$ cat config.mk
export PLATFORM = sky130hd
export DESIGN_NAME = axi_lite_master_bridge_flat
export DESIGN_NICKNAME = d
export VERILOG_FILES = /design/src/rtl/axi_lite_master_bridge_if.sv /design/src/rtl/axi_lite_master_bridge.sv /design/src/flat_wrapper.sv
export SDC_FILE = /design/constraint.sdc
export NUM_CORES = 1
export LEC_CHECK = 0
export ABC_CLOCK_PERIOD_IN_PS = 1650
export CORE_MARGIN = 2
export CORE_UTILIZATION = 35
export CTS_CLUSTER_DIAMETER = 80
export DETAILED_ROUTE_END_ITERATION = 6
export PLACE_DENSITY_LB_ADDON = 0.15
export SLEW_MARGIN = 20
export SYNTH_ARGS = -nofsm -noshare
export SYNTH_HDL_FRONTEND = slang
export SYNTH_SLANG_ARGS = --single-unit
$ cat constraint.sdc
create_clock -name clk_i -period 1.65 [get_ports clk_i]
set_input_delay 0.2475 -clock clk_i [delete_from_list [all_inputs] [get_ports clk_i]]
set_output_delay 0.2475 -clock clk_i [all_outputs]
set_load 0.005 [all_outputs]
$ cat src/rtl/axi_lite_master_bridge_if.sv
// AXI4-Lite channel bundle (AW, W, B, AR, R) between the bridge and a register slave.
// Master drives valids, payloads and b/r readies; the slave drives the rest.
interface axi_lite_master_bridge_if #(
    parameter int DATA_WIDTH = 32,
    parameter int ADDR_WIDTH = 4
);
    logic                      aw_valid;
    logic                      aw_ready;
    logic [ADDR_WIDTH-1:0]     aw_addr;
    logic [2:0]                aw_prot;
    logic                      w_valid;
    logic                      w_ready;
    logic [DATA_WIDTH-1:0]     w_data;
    logic [DATA_WIDTH/8-1:0]   w_strb;
    logic                      b_valid;
    logic                      b_ready;
    logic [1:0]                b_resp;
    logic                      ar_valid;
    logic                      ar_ready;
    logic [ADDR_WIDTH-1:0]     ar_addr;
    logic [2:0]                ar_prot;
    logic                      r_valid;
    logic                      r_ready;
    logic [DATA_WIDTH-1:0]     r_data;
    logic [1:0]                r_resp;

    modport master (
        output aw_valid, aw_addr, aw_prot, w_valid, w_data, w_strb, b_ready,
               ar_valid, ar_addr, ar_prot, r_ready,
        input  aw_ready, w_ready, b_valid, b_resp, ar_ready, r_valid, r_data, r_resp
    );

    modport slave (
        input  aw_valid, aw_addr, aw_prot, w_valid, w_data, w_strb, b_ready,
               ar_valid, ar_addr, ar_prot, r_ready,
        output aw_ready, w_ready, b_valid, b_resp, ar_ready, r_valid, r_data, r_resp
    );
endinterface

$ cat src/rtl/axi_lite_master_bridge.sv
// Single-outstanding cmd -> AXI4-Lite write/read bridge; 3 cycles accept->rsp with a zero-wait slave.
// cmd_ready only in IDLE, response held until rsp_ready; AXI_LITE_MASTER_TIMEOUT_EN adds a response watchdog.
module axi_lite_master_bridge #(
    parameter int DATA_WIDTH     = 32,
    parameter int ADDR_WIDTH     = 4,
    parameter int TIMEOUT_CYCLES = 256
) (
    input  logic                    clk_i,
    input  logic                    rst_i,
    input  logic                    cmd_valid,
    output logic                    cmd_ready,
    input  logic                    cmd_we,
    input  logic [ADDR_WIDTH-1:0]   cmd_addr,
    input  logic [DATA_WIDTH-1:0]   cmd_wdata,
    input  logic [DATA_WIDTH/8-1:0] cmd_wstrb,
    output logic                    rsp_valid,
    input  logic                    rsp_ready,
    output logic [DATA_WIDTH-1:0]   rsp_rdata,
    output logic [1:0]              rsp_resp,
    output logic                    rsp_we,
    axi_lite_master_bridge_if.master axi
);

    typedef enum logic [2:0] {
        IDLE,
        WRITE,
        WRESP,
        RADDR,
        RDATA,
        RSP
    } state_e;

    state_e                    state_q;
    logic [ADDR_WIDTH-1:0]     addr_q;
    logic [DATA_WIDTH-1:0]     wdata_q;
    logic [DATA_WIDTH/8-1:0]   wstrb_q;
    logic                      we_q;
    logic                      aw_valid_q;
    logic                      w_valid_q;
    logic                      aw_done_q;
    logic                      w_done_q;
    logic                      b_ready_q;
    logic                      ar_valid_q;
    logic                      r_ready_q;
    logic                      rsp_valid_q;
    logic [DATA_WIDTH-1:0]     rsp_rdata_q;
    logic [1:0]                rsp_resp_q;

    logic aw_done_d;
    logic w_done_d;
    logic busy;
    logic tmo_hit;

    assign busy      = (state_q == WRITE) || (state_q == WRESP) ||
                       (state_q == RADDR) || (state_q == RDATA);
    assign aw_done_d = aw_done_q | (aw_valid_q & axi.aw_ready);
    assign w_done_d  = w_done_q  | (w_valid_q  & axi.w_ready);

`ifdef AXI_LITE_MASTER_TIMEOUT_EN
    localparam int TMO_W = $clog2(TIMEOUT_CYCLES + 1);
    logic [TMO_W-1:0] tmo_q;

    assign tmo_hit = busy && (tmo_q == TMO_W'(TIMEOUT_CYCLES - 1));

    always_ff @(posedge clk_i) begin
        if (rst_i) begin
            tmo_q <= '0;
        end else if (state_q == IDLE && cmd_valid) begin
            tmo_q <= '0;
        end else if (busy) begin
            tmo_q <= tmo_q + TMO_W'(1);
        end
    end
`else
    logic unused_tmo_cfg;
    assign unused_tmo_cfg = (TIMEOUT_CYCLES != 0) & busy;
    assign tmo_hit        = 1'b0;
`endif

    always_ff @(posedge clk_i) begin
        if (rst_i) begin
            state_q     <= IDLE;
            addr_q      <= '0;
            wdata_q     <= '0;
            wstrb_q     <= '0;
            we_q        <= 1'b0;
            aw_valid_q  <= 1'b0;
            w_valid_q   <= 1'b0;
            aw_done_q   <= 1'b0;
            w_done_q    <= 1'b0;
            b_ready_q   <= 1'b0;
            ar_valid_q  <= 1'b0;
            r_ready_q   <= 1'b0;
            rsp_valid_q <= 1'b0;
            rsp_rdata_q <= '0;
            rsp_resp_q  <= 2'b00;
        end else if (tmo_hit) begin
            // Watchdog abort: withdraw everything; late b/r beats land on deasserted readies.
            aw_valid_q  <= 1'b0;
            w_valid_q   <= 1'b0;
            aw_done_q   <= 1'b0;
            w_done_q    <= 1'b0;
            b_ready_q   <= 1'b0;
            ar_valid_q  <= 1'b0;
            r_ready_q   <= 1'b0;
            rsp_rdata_q <= '0;
            rsp_resp_q  <= 2'b10;
            rsp_valid_q <= 1'b1;
            state_q     <= RSP;
        end else begin
            case (state_q)
                IDLE: begin
                    if (cmd_valid) begin
                        addr_q  <= cmd_addr;
                        wdata_q <= cmd_wdata;
                        wstrb_q <= cmd_wstrb;
                        we_q    <= cmd_we;
                        if (cmd_we) begin
                            aw_valid_q <= 1'b1;
                            w_valid_q  <= 1'b1;
                            state_q    <= WRITE;
                        end else begin
                            ar_valid_q <= 1'b1;
                            state_q    <= RADDR;
                        end
                    end
                end
                WRITE: begin
                    if (aw_valid_q && axi.aw_ready) aw_valid_q <= 1'b0;
                    if (w_valid_q && axi.w_ready)   w_valid_q  <= 1'b0;
                    if (aw_done_d && w_done_d) begin
                        aw_done_q <= 1'b0;
                        w_done_q  <= 1'b0;
                        b_ready_q <= 1'b1;
                        state_q   <= WRESP;
                    end else begin
                        aw_done_q <= aw_done_d;
                        w_done_q  <= w_done_d;
                    end
                end
                WRESP: begin
                    if (axi.b_valid) begin
                        b_ready_q   <= 1'b0;
                        rsp_resp_q  <= axi.b_resp;
                        rsp_rdata_q <= '0;
                        rsp_valid_q <= 1'b1;
                        state_q     <= RSP;
                    end
                end
                RADDR: begin
                    if (axi.ar_ready) begin
                        ar_valid_q <= 1'b0;
                        r_ready_q  <= 1'b1;
                        state_q    <= RDATA;
                    end
                end
                RDATA: begin
                    if (axi.r_valid) begin
                        r_ready_q   <= 1'b0;
                        rsp_rdata_q <= axi.r_data;
                        rsp_resp_q  <= axi.r_resp;
                        rsp_valid_q <= 1'b1;
                        state_q     <= RSP;
                    end
                end
                RSP: begin
                    if (rsp_ready) begin
                        rsp_valid_q <= 1'b0;
                        state_q     <= IDLE;
                    end
                end
                default: state_q <= IDLE;
            endcase
        end
    end

    assign cmd_ready    = (state_q == IDLE) && !rst_i;
    assign rsp_valid    = rsp_valid_q;
    assign rsp_rdata    = rsp_rdata_q;
    assign rsp_resp     = rsp_resp_q;
    assign rsp_we       = we_q;

    assign axi.aw_valid = aw_valid_q;
    assign axi.aw_addr  = addr_q;
    assign axi.aw_prot  = 3'b000;
    assign axi.w_valid  = w_valid_q;
    assign axi.w_data   = wdata_q;
    assign axi.w_strb   = wstrb_q;
    assign axi.b_ready  = b_ready_q;
    assign axi.ar_valid = ar_valid_q;
    assign axi.ar_addr  = addr_q;
    assign axi.ar_prot  = 3'b000;
    assign axi.r_ready  = r_ready_q;

endmodule

$ cat src/flat_wrapper.sv
// flat-port wrapper written by rule: the top's interface ports become plain ports
module axi_lite_master_bridge_flat 
#(
    parameter int DATA_WIDTH     = 32,
    parameter int ADDR_WIDTH     = 4,
    parameter int TIMEOUT_CYCLES = 256
)
  (clk_i, rst_i, cmd_valid, cmd_ready, cmd_we, cmd_addr, cmd_wdata, cmd_wstrb, rsp_valid, rsp_ready, rsp_rdata, rsp_resp, rsp_we, axi_aw_valid, axi_aw_addr, axi_aw_prot, axi_w_valid, axi_w_data, axi_w_strb, axi_b_ready, axi_ar_valid, axi_ar_addr, axi_ar_prot, axi_r_ready, axi_aw_ready, axi_w_ready, axi_b_valid, axi_b_resp, axi_ar_ready, axi_r_valid, axi_r_data, axi_r_resp);
  axi_lite_master_bridge_if #(.DATA_WIDTH(DATA_WIDTH), .ADDR_WIDTH(ADDR_WIDTH)) axi_i ();
  input  logic clk_i;
  input  logic rst_i;
  input  logic cmd_valid;
  output logic cmd_ready;
  input  logic cmd_we;
  input  logic [ADDR_WIDTH-1:0] cmd_addr;
  input  logic [DATA_WIDTH-1:0] cmd_wdata;
  input  logic [DATA_WIDTH/8-1:0] cmd_wstrb;
  output logic rsp_valid;
  input  logic rsp_ready;
  output logic [DATA_WIDTH-1:0] rsp_rdata;
  output logic [1:0] rsp_resp;
  output logic rsp_we;
  output wire logic [$bits(axi_i.aw_valid)-1:0] axi_aw_valid;
  output wire logic [$bits(axi_i.aw_addr)-1:0] axi_aw_addr;
  output wire logic [$bits(axi_i.aw_prot)-1:0] axi_aw_prot;
  output wire logic [$bits(axi_i.w_valid)-1:0] axi_w_valid;
  output wire logic [$bits(axi_i.w_data)-1:0] axi_w_data;
  output wire logic [$bits(axi_i.w_strb)-1:0] axi_w_strb;
  output wire logic [$bits(axi_i.b_ready)-1:0] axi_b_ready;
  output wire logic [$bits(axi_i.ar_valid)-1:0] axi_ar_valid;
  output wire logic [$bits(axi_i.ar_addr)-1:0] axi_ar_addr;
  output wire logic [$bits(axi_i.ar_prot)-1:0] axi_ar_prot;
  output wire logic [$bits(axi_i.r_ready)-1:0] axi_r_ready;
  input wire logic [$bits(axi_i.aw_ready)-1:0] axi_aw_ready;
  input wire logic [$bits(axi_i.w_ready)-1:0] axi_w_ready;
  input wire logic [$bits(axi_i.b_valid)-1:0] axi_b_valid;
  input wire logic [$bits(axi_i.b_resp)-1:0] axi_b_resp;
  input wire logic [$bits(axi_i.ar_ready)-1:0] axi_ar_ready;
  input wire logic [$bits(axi_i.r_valid)-1:0] axi_r_valid;
  input wire logic [$bits(axi_i.r_data)-1:0] axi_r_data;
  input wire logic [$bits(axi_i.r_resp)-1:0] axi_r_resp;
  assign axi_aw_valid = axi_i.aw_valid;
  assign axi_aw_addr = axi_i.aw_addr;
  assign axi_aw_prot = axi_i.aw_prot;
  assign axi_w_valid = axi_i.w_valid;
  assign axi_w_data = axi_i.w_data;
  assign axi_w_strb = axi_i.w_strb;
  assign axi_b_ready = axi_i.b_ready;
  assign axi_ar_valid = axi_i.ar_valid;
  assign axi_ar_addr = axi_i.ar_addr;
  assign axi_ar_prot = axi_i.ar_prot;
  assign axi_r_ready = axi_i.r_ready;
  assign axi_i.aw_ready = axi_aw_ready;
  assign axi_i.w_ready = axi_w_ready;
  assign axi_i.b_valid = axi_b_valid;
  assign axi_i.b_resp = axi_b_resp;
  assign axi_i.ar_ready = axi_ar_ready;
  assign axi_i.r_valid = axi_r_valid;
  assign axi_i.r_data = axi_r_data;
  assign axi_i.r_resp = axi_r_resp;
  axi_lite_master_bridge #(.DATA_WIDTH(DATA_WIDTH), .ADDR_WIDTH(ADDR_WIDTH), .TIMEOUT_CYCLES(TIMEOUT_CYCLES)) u_core (.clk_i(clk_i), .rst_i(rst_i), .cmd_valid(cmd_valid), .cmd_ready(cmd_ready), .cmd_we(cmd_we), .cmd_addr(cmd_addr), .cmd_wdata(cmd_wdata), .cmd_wstrb(cmd_wstrb), .rsp_valid(rsp_valid), .rsp_ready(rsp_ready), .rsp_rdata(rsp_rdata), .rsp_resp(rsp_resp), .rsp_we(rsp_we), .axi(axi_i));
endmodule
==> flow_metrics.py <==
metrics = {
    "synthesis": {
        "synth_area_um2": 3390,
        "synth-adder-area-share_pct": 0,
        "synthMuxAreaShare_pct": 0.591,
        "synth.ff_latch_count": 86,
        "yosys.area_share.simple_pct": 25.5,
        "yosysTopAreaCell": "dfxtp_1",
        "ys.warnings.count": 0,
        "synth_top_area_share_pct": 50.8,
        "synth_area_leaders": "dfxtp_1 51%, a21oi_1 12%, nand2_1 9.5%, nand2b_1 6.1%, nand3_1 5.2%",
        "syn_inst": 417,
        "synth_top_family_by_area": "simple AND/OR/NAND/NOR gates",
        "ys_seq_area_share_pct": 50.8,
        "synthXorXnorAreaFrac_pct": 0,
        "synth_compound_area_share_pct": 16.0,
        "syn-mean-instance-area_um2": 8.13,
        "synth.distinct_cells": 35,
    },
    "worst_hold_path": {
        "hold_class": "primary input to register",
    },
    "placement": {
        "gp_congestion": 0.847,
        "dp_hpwl_um": 6770,
        "place_inst": 696,
        "place_area_um2": 5260,
        "io_buffers": 171,
    },
    "floorplan": {
        "num_rows": 35,
        "fp.dieW_um": 102,
        "core-area_um2": 9330,
        "chipHeight_um": 102,
        "dieArea_um2": 10500,
        "initial_utilization_pct": 36.3,
        "ios": 178,
    },
    "sta": {
        "setup_violations": 0,
        "fmax_mhz": 648,
        "maxSlewViolCount": 0,
        "finalClockSkew_ns": 0.00665,
        "fin_tns_setup_ns": 0,
        "finalCritPeriodShare_pct": 93.5,
        "finalHoldViolations": 0,
        "period_minus_slack_ns": 1.54,
    },
    "pwr": {
        "pwr-share-seq_pct": 45.4,
        "sw_frac_of_total_pct": 26.4,
        "p_clk_share_pct": 31.1,
        "p_int_mw": 3.71,
        "power.switching_mw": 1.33,
        "p_per_area_nw_per_um2": 921,
        "vdd_drop_max_mv": 0.388,
        "finalPower_mw": 5.04,
        "combPwrFrac_pct": 23.5,
        "p_leak_nw": 1.88,
    },
    "setup_path": {
        "start_kind": "register",
        "worstSetupEndpointType": "register",
        "arrival_ns": 1.75,
        "critPathKind": "register to register",
        "required_ns": 1.86,
        "worstPathMaxFanout": 35,
    },
    "clocking": {
        "worstSkewPairLatency_ns": 0.34,
        "cts_root_buf": "clkbuf_8",
        "cts-buffers-inserted": 9,
        "postCtsSetupBuffers": 0,
        "cts_tree": "built",
        "cts_max_path_buffers": 2,
        "cts_sinks": 86,
        "ctsResizeCount": 1,
        "cts_max_level": 3,
        "hold_buffers": 0,
        "clk_pin_slew_ns": 0.08,
    },
    "detailed_routing": {
        "vias_per_cell": 4.74,
        "vias": 3372,
        "ant_nets": 0,
        "firstDrtPassIters": 4,
        "wl_per_cell_um": 13.5,
        "drt_wl_total_um": 9610,
        "post-route-drc-count": 0,
        "drtIter0Drc": 109,
    },
    "cells_and_area": {
        "final_core_util_pct": 58.6,
        "drive_above_1_share_pct": 6.53,
        "stdcell_count": 711,
        "nets": 664,
        "antenna_cells": 0,
        "final_area_um2": 5470,
        "syn_to_final_growth_pct": 61.4,
    },
    "global_route": {
        "grtUsageTotal_pct": 17.9,
        "antenna_found_initial": 0,
        "grt-ovfl-total": 0,
        "grt_pass1_wl_um": 14800,
        "grt_max_degree": 88,
        "grt_pass1_vias": 3160,
    },
    "run": {
        "drv_cap": 0,
    },
    "status": {
        "outcome": "finished, final reports clean",
    },
}
-- routing by layer --
layer / track usage, % / share of wire, %
met1: 21.6 / 43
met3: 6.70 / 8.7
met4: 6.26 / 1.5
met5: 0 / 0
met2: 29.3 / 47
-- stage by stage --
step	hold WS, ns	worst slack [ns]
floorplan	0.344	0.151
global placement	0.441	-0.0853
detailed placement	0.447	-0.111
CTS	0.423	0.106
global route	0.445	-0.00667
finish	0.408	0.108
-- cell usage after synthesis --
master,count
nand2_1,86
nor2_2,1
inv_2,1
o21a_1,1
or4b_1,1
a21o_1,1
nor4_1,1
a311oi_2,1
and3b_1,1
buf_2,15
o211ai_1,2
a211oi_1,3
nor2_1,11
o21bai_1,1
and2_1,1
and3_1,1
a311oi_1,2
buf_4,12
nand2b_1,33
o2bb2ai_1,1
nor3_1,5
or3_1,2
clkbuf_1,17
dfxtp_1,86
nand3_1,35
mux2i_1,2
inv_1,1
a31oi_1,5
o21ai_0,1
nand3b_1,2
conb_1,1
nor4b_1,1
a21oi_1,81
nand4_1,1
and2b_1,1
-- cells in the final DEF (no fill, tap or decap), types with 6 or more instances in the layout --
cell type	instances
dfxtp_1	86
clkbuf_8	9
conb_1	6
nand3_1	35
nor2_1	11
a21oi_1	79
clkdlybuf4s50_1	169
nand2b_1	33
nand2_1	86
buf_4	13
-- path summary, 6_finish.rpt --
path | to | start | slack [ns] | cells after the start
worst min register to register | u_core.axi.w_data[22] | u_core.axi.w_data[22] | 0.46 | 2
worst max register to register | u_core.rsp_resp[0] | u_core.state_q[2] | 0.11 | 6
worst max-delay path | u_core.rsp_resp[0] | u_core.state_q[2] | 0.11 | 6
worst min-delay path | u_core.axi.w_data[10] | rst_i | 0.41 | 3
-- area by class of cell --
type                    instances  area, um2
clock inverters                 4       72.6
multi-input cells             290       1470
repair buffers                189       1900
well taps                     129        161
fillers                       885       3860
flip-flops and latches         86       1720
clock buffers                  11        131
inverters                       2       7.51
-- flip-flops by register name (all words and copies together), names as in the netlist, 2 cells and up --
register / count
u_core.axi.ar_addr: 4
u_core.axi.w_data: 32
u_core.axi.w_strb: 4
u_core.rsp_rdata: 32
u_core.rsp_resp: 2
u_core.state_q: 3
-- critical path, cell delays in order, from the launching register on --
cell	delay (ns)
dfxtp_1	0.37
buf_4	0.18
and2b_1	0.16
and2_1	0.18
buf_12	0.20
mux2i_1	0.23
a211oi_1	0.09
-- power groups by stage --
stage                     Clock, mW  Combinational, mW  Sequential [mW]
after global routing           1.69               1.30             2.31
final                          1.56               1.18             2.29
after floorplan                   0              0.537             2.34
after detailed placement          0               1.19             2.34
after global placement            0               1.18             2.33
after CTS                      1.62               1.19             2.29
-- cell families (layout without fill, tap and decap cells) --
| family | Yosys count | count (layout) |
|---|---|---|
| compound gates | 99 | 99 |
| other cells | 1 | 6 |
| simple gates | 183 | 183 |
| mux | 2 | 2 |
| buf+inv | 46 | 206 |
| flops | 86 | 86 |
(Power assumes the default switching activity.)
